**config.mk**
```make
export PLATFORM = sky130hd
export DESIGN_NAME = board_move_writer
export DESIGN_NICKNAME = d
export VERILOG_FILES = /design/src/rtl/tictactoe_pkg.sv /design/src/rtl/winner_detect_3.sv /design/src/rtl/board_move_writer.sv
export SDC_FILE = /design/constraint.sdc
export NUM_CORES = 1
export LEC_CHECK = 0
export CORE_MARGIN = 5
export CORE_UTILIZATION = 45
export DETAILED_ROUTE_END_ITERATION = 16
export PLACE_DENSITY_LB_ADDON = 0.15
export SLEW_MARGIN = 40
export SYNTH_ARGS = -nofsm -noshare
export SYNTH_HDL_FRONTEND = slang
export SYNTH_SLANG_ARGS = --single-unit
```
**constraint.sdc**
```tcl
create_clock -name clk -period 3.4 [get_ports clk]
set_input_delay 0.68 -clock clk [delete_from_list [all_inputs] [get_ports clk]]
set_output_delay 0.68 -clock clk [all_outputs]
set_load 0.01 [all_outputs]
```
**src/rtl/tictactoe_pkg.sv**
```systemverilog
// Shared tic-tac-toe definitions: cell and error codes, the winning-line table
// and the move-writer state encoding.
package tictactoe_pkg;

  localparam logic [1:0] CELL_EMPTY = 2'b00;
  localparam logic [1:0] CELL_P1    = 2'b01;
  localparam logic [1:0] CELL_P2    = 2'b10;

  localparam logic [1:0] ERR_OK    = 2'b00;
  localparam logic [1:0] ERR_RANGE = 2'b01;
  localparam logic [1:0] ERR_OCC   = 2'b10;
  localparam logic [1:0] ERR_TURN  = 2'b11;

  // LINE_TBL[line][k] is the k-th cell of a line; line 0 sits in the low bits
  localparam logic [7:0][2:0][3:0] LINE_TBL = {
    {4'd6, 4'd4, 4'd2},   // 7: anti-diagonal
    {4'd8, 4'd4, 4'd0},   // 6: diagonal
    {4'd8, 4'd5, 4'd2},   // 5: col 2
    {4'd7, 4'd4, 4'd1},   // 4: col 1
    {4'd6, 4'd3, 4'd0},   // 3: col 0
    {4'd8, 4'd7, 4'd6},   // 2: row 2
    {4'd5, 4'd4, 4'd3},   // 1: row 1
    {4'd2, 4'd1, 4'd0}    // 0: row 0
  };

  typedef enum logic [1:0] {
    ST_IDLE = 2'b00,
    ST_SCAN = 2'b01,
    ST_OVER = 2'b10
  } state_t;

  // Cell lookup that tolerates out-of-range indices (returns empty)
  function automatic logic [1:0] cell_at(input logic [8:0][1:0] b, input logic [3:0] idx);
    cell_at = CELL_EMPTY;
    for (int i = 0; i < 9; i++)
      if (idx == 4'(i)) cell_at = b[i];
  endfunction

endpackage

```
**src/rtl/winner_detect_3.sv**
```systemverilog
// Three-cell line checker: flags a win when all three cells match and are occupied.
module winner_detect_3
  import tictactoe_pkg::*;
(
  input  logic [1:0] pos0,
  input  logic [1:0] pos1,
  input  logic [1:0] pos2,
  output logic       winner,
  output logic [1:0] who
);

  assign winner = (pos0 != CELL_EMPTY) && (pos0 == pos1) && (pos1 == pos2);
  assign who    = winner ? pos0 : CELL_EMPTY;

endmodule

```
**src/rtl/board_move_writer.sv**
```systemverilog
// Board write side: validates moves, writes the board, then scans the eight
// winning lines one per cycle and reports win / draw / error.
module board_move_writer
  import tictactoe_pkg::*;
#(
  parameter logic [1:0] FIRST_PLAYER = CELL_P1
) (
  input  logic        clk,
  input  logic        rst,
  input  logic        new_game,
  input  logic        move_valid,
  output logic        move_ready,
  input  logic [3:0]  move_cell,
  input  logic [1:0]  move_player,
  output logic        move_done,
  output logic [1:0]  move_err,
  output logic [17:0] board,
  output logic [1:0]  turn,
  output logic        game_over,
  output logic        winner_valid,
  output logic [1:0]  who
);

  state_t           state_q;
  logic [8:0][1:0]  board_q;
  logic [1:0]       turn_q;
  logic [2:0]       line_idx_q;
  logic             done_q, over_q, wv_q;
  logic [1:0]       err_q, who_q;
  logic             win_q;
  logic [1:0]       win_who_q;

  logic [1:0]       chk_err;
  logic [8:0][1:0]  wr_board;
  logic             full;
  logic [2:0][3:0]  line_cells;
  logic             det_win;
  logic [1:0]       det_who;
  logic             fin_win;
  logic [1:0]       fin_who;

  // Validation priority: range, then turn, then occupancy
  always_comb begin
    chk_err = ERR_OK;
    if (move_cell > 4'd8)
      chk_err = ERR_RANGE;
    else if (move_player != turn_q)
      chk_err = ERR_TURN;
    else if (cell_at(board_q, move_cell) != CELL_EMPTY)
      chk_err = ERR_OCC;
  end

  always_comb begin
    wr_board = board_q;
    for (int i = 0; i < 9; i++)
      if (move_cell == 4'(i)) wr_board[i] = move_player;
  end

  always_comb begin
    full = 1'b1;
    for (int i = 0; i < 9; i++)
      if (board_q[i] == CELL_EMPTY) full = 1'b0;
  end

  assign line_cells = LINE_TBL[line_idx_q];

  winner_detect_3 u_line (
    .pos0   (cell_at(board_q, line_cells[0])),
    .pos1   (cell_at(board_q, line_cells[1])),
    .pos2   (cell_at(board_q, line_cells[2])),
    .winner (det_win),
    .who    (det_who)
  );

  // The last line is folded in directly so completion lands in cycle 9
  assign fin_win = win_q | det_win;
  assign fin_who = win_q ? win_who_q : det_who;

  always_ff @(posedge clk) begin
    if (rst || new_game) begin
      state_q    <= ST_IDLE;
      board_q    <= '0;
      turn_q     <= FIRST_PLAYER;
      line_idx_q <= '0;
      done_q     <= 1'b0;
      err_q      <= ERR_OK;
      over_q     <= 1'b0;
      wv_q       <= 1'b0;
      who_q      <= CELL_EMPTY;
      win_q      <= 1'b0;
      win_who_q  <= CELL_EMPTY;
    end else begin
      done_q <= 1'b0;
      case (state_q)
        ST_IDLE: begin
          if (move_valid) begin
            if (chk_err != ERR_OK) begin
              done_q <= 1'b1;
              err_q  <= chk_err;
            end else begin
              board_q    <= wr_board;
              turn_q     <= (turn_q == CELL_P1) ? CELL_P2 : CELL_P1;
              line_idx_q <= '0;
              win_q      <= 1'b0;
              win_who_q  <= CELL_EMPTY;
              state_q    <= ST_SCAN;
            end
          end
        end
        ST_SCAN: begin
          if (!win_q && det_win) begin
            win_q     <= 1'b1;
            win_who_q <= det_who;
          end
          line_idx_q <= line_idx_q + 3'd1;
          if (line_idx_q == 3'd7) begin
            done_q     <= 1'b1;
            err_q      <= ERR_OK;
            line_idx_q <= '0;
            if (fin_win) begin
              over_q  <= 1'b1;
              wv_q    <= 1'b1;
              who_q   <= fin_who;
              turn_q  <= CELL_EMPTY;
              state_q <= ST_OVER;
            end else if (full) begin
              over_q  <= 1'b1;
              wv_q    <= 1'b0;
              who_q   <= CELL_EMPTY;
              turn_q  <= CELL_EMPTY;
              state_q <= ST_OVER;
            end else begin
              state_q <= ST_IDLE;
            end
          end
        end
        ST_OVER: ;
        default: state_q <= ST_IDLE;
      endcase
    end
  end

  assign move_ready   = (state_q == ST_IDLE);
  assign move_done    = done_q;
  assign move_err     = err_q;
  assign board        = board_q;
  assign turn         = turn_q;
  assign game_over    = over_q;
  assign winner_valid = wv_q;
  assign who          = who_q;

endmodule

```
==> impl_metrics.yaml <==
run_status:
  run_status: "finished, final reports clean"
placement:
  final_hpwl_dp_mm: 5.259
  portBuffers: 37
  gp_congestion: 0.8462
  post-place-ws_ns: -0.09523
  placedCellCount: 429
detailed_routing:
  final_antenna_net_count: 0
  route.detailed.wl_per_inst_um: 15.88
  first_iter_violations: 134
  via_density_per_instance: 5.549
  vias_after_detailed_routing: 2425
  post-route-drc-count: 0
  drt_pre_antenna_iters: 4
  final_wirelength_mm: 6.941
power_and_ir_drop:
  power.density_mw_per_mm2: 314.0
  peakVddDrop_uv: 275.4
  fin_total_pwr_mw: 1.041
  pleak_nw: 1.182
synth:
  synthesis.nets: 327
  yosysSeqAreaShare_pct: 33.86
  syn-instance-count: 311
  synthesis.area_mm2: 0.002601
  synth_top_cell_by_area: "sky130_fd_sc_hd__dfxtp_1"
  synth_top_family_by_area: "compound AO/OA/AOI/OAI gates"
  area_share_of_the_largest_cell_type_after_synthesis_pct: 33.86
  number_of_enable_type_register_cells_in_the_synthesized_netlist: 0
  synth_compound_gate_area_share_pct: 23.76
  synth.cells.most_frequent: "44 x sky130_fd_sc_hd__dfxtp_1, 33 x sky130_fd_sc_hd__nand2_1, 27 x sky130_fd_sc_hd__a21oi_1, 27 x sky130_fd_sc_hd__nor2_1, 26 x sky130_fd_sc_hd__inv_1"
  synth_xor_xnor_area_share_pct: 0.6734
  avgSynthCellArea_um2: 8.364
  fraction_of_the_mapped_netlist_area_in_simple_logic_gates_pct: 20.92
  synth.most_common_cell: "sky130_fd_sc_hd__dfxtp_1"
  postSynthRegisterBits: 44
  yosysWarningCount: 0
  yosys.cell_types.count: 64
  postSynth.topFlopCell: "sky130_fd_sc_hd__dfxtp_1"
  muxShareOfSynthArea_pct: 10.73
  fraction_of_synthesis_flops_using_an_asynchronous_set_or_reset_pin_pct: 0
  post_synth_fa_ha_maj_area_fraction_pct: 2.886
  synth_top_cells_by_area: "sky130_fd_sc_hd__dfxtp_1 34%, sky130_fd_sc_hd__mux2i_1 5.4%, sky130_fd_sc_hd__a21oi_1 5.2%"
cts:
  cts_inserted_buffers: 5
  clock_insertion_delay_worst_skew_ns: 0.30
  clock_sinks: 44
  cts_setup_buffers: 0
  tritoncts: "yes"
  cts_max_path_buffers: 2
  cts-hold-fix-buffers: 0
  cts.root.buffer_cell: "sky130_fd_sc_hd__clkbuf_8"
  post_cts_repair_resize_count: 0
  clock_pin_slew_on_the_worst_setup_and_hold_paths_ns: 0.09
  htreeDepth: 2
setup_path:
  maximum_fanout_along_the_worst_path: 10
  cp_data_required_time_ns: 3.60
  worst_path_largest_cell_delay_ns: 0.48
  critical_path.cell_chain: "clkdlybuf4s50_1, buf_4, nand2_1, o41ai_2, o221ai_2, a2111oi_4, o21bai_2, a21oi_1, nor2_1, ha_1, inv_1, mux2_2"
  critical_path_arrival_ns: 3.44
  setup.worst_path.class: "in -> reg"
  worst_path_max_delay_cell: "sky130_fd_sc_hd__clkdlybuf4s50_1"
  setup.worst_path.start_class: "input pin"
  critical_path.endpoint_type: "register"
cells_and_area:
  diodes: 0
  finish.utilization_pct: 59.46
  fin_nets: 380
  areaGrowthSynthToFinish_pct: 27.42
  layout.cells.non_filler: 437
  drive_above_1_share_pct: 14.25
min_path:
  hold_path.class: "reg -> reg"
floorplanning:
  fp-row-count: 27
  die_area_mm2: 0.007401
  floorplan.io_pins: 38
  floorplan.initialDensity_pct: 46.67
  dieHeight_um: 86.03
  core_region_area_mm2: 0.005574
  floorplan_die_width_um: 86.03
sta:
  grt_setup_unrepaired: "false"
  setup_slack_ns: 0.1518
  worst-slew-pin-transition_ns: 0.6745
  period_minus_slack_ns: 3.248
  timing.clock.skew_ns: 0.005477
  maxSlewViolCount: 0
  final_min_period_over_clock_period_pct: 95.54
  setup_violators_final: 0
  worst_hold_margin_ns: 0.4531
  timing.final.hold_violations: 0
  maxClockFrequency_mhz: 307.9
  worst_slew_margin_rel_pct: 54.97
grt:
  grtUsageTotal_pct: 19.21
  grt_antenna_before_repair: 0
  gr-max-usage-layer: "met2"
  grt-ovfl-total: 0
  via_count_of_the_first_global_routing_pass: 2366
  grt.met2_usage_pct: 32.59
  grt_max_degree: 27
  grt_first_pass_wirelength_mm: 11.38
  grtUsageMet1_pct: 24.72
  gr-usage-met3_pct: 3.650
flow_run:
  maxCapViolations: 0
metal layers:
metal / wire length [µm] / up-vias
li1: - / 1225
met1: 3187 / 1121
met2: 3301 / 68
met3: 364 / 11
met4: 89 / 0
met5: 0 / -
flip-flops by register name, summed over array words and instances, names as in the netlist:
register and cells:
board 18, win_who_q 2, move_done 1, game_over 1, line_idx_q 3, line_cells 9
who 2, turn 2, move_err 2, winner_valid 1, win_q 1, state_q 2
worst max-delay path: cells and delay by family:
family                     cells  cell delay, ns
and+or+nand+nor                2            0.21
muxes                          1            0.25
adders and majority gates      1            0.30
buffers and inverters          3            0.70
AOI/OAI and AO/OA              5            1.31
layout make-up:
type,instances,area (µm²)
Clock buffer,6,82.58
Clock inverter,2,38.79
Fill cell,512,2260
Inverter,27,103.9
Multi-Input combinational cell,223,1540
Sequential cell,44,880.8
Tap cell,72,90.09
Timing Repair Buffer,63,578.1
metrics by stage:
step | TNS [ns] | cell area, µm²
global route | 0 | 3314
floorplan | 0 | 2601
CTS | 0 | 3308
finish | 0 | 3314
detailed placement | -0.1894 | 3187
global placement | -0.04847 | 3187
power by group:
| part | internal, mW | leakage (nW) | total [mW] | switching, mW |
|---|---|---|---|---|
| clock network | 0.241 | 0.0614 | 0.428 | 0.188 |
| registers | 0.518 | 0.355 | 0.521 | 0.00320 |
| logic | 0.0446 | 0.765 | 0.0917 | 0.0471 |
| total | 0.803 | 1.18 | 1.04 | 0.238 |
final timing paths:
kind / end / depth (start not counted) / slack [ns] / startpoint
worst min register to register: game_over / 2 / 0.45 / game_over
worst max register to register: win_who_q[1] / 8 / 0.58 / line_cells[8]
worst max-delay path: line_cells[11] / 12 / 0.15 / move_cell[0]
worst min-delay path: game_over / 2 / 0.45 / game_over
cells by family (layout without fill, tap and decap cells):
group	Yosys count	after routing
AOI/OAI and AO/OA	86	86
xor gates and xnor gates	2	2
adders and majority gates	6	6
buffers and inverters	44	98
DFF	44	44
muxes	21	21
and+or+nand+nor	108	108
layout by cell type (no fill, tap or decap), types with 7 or more instances in the layout:
cell type                          n
sky130_fd_sc_hd__mux2i_1          14
sky130_fd_sc_hd__dfxtp_1          44
sky130_fd_sc_hd__inv_1            26
sky130_fd_sc_hd__o21ai_0           9
sky130_fd_sc_hd__nor3_1            7
sky130_fd_sc_hd__nand2_1          33
sky130_fd_sc_hd__nor2_1           27
sky130_fd_sc_hd__nand2b_1          9
sky130_fd_sc_hd__nand3_1           7
sky130_fd_sc_hd__a21oi_1          27
sky130_fd_sc_hd__clkdlybuf4s50_1  37
sky130_fd_sc_hd__buf_4            25
No activity file was read; power rests on OpenSTA's default activity.
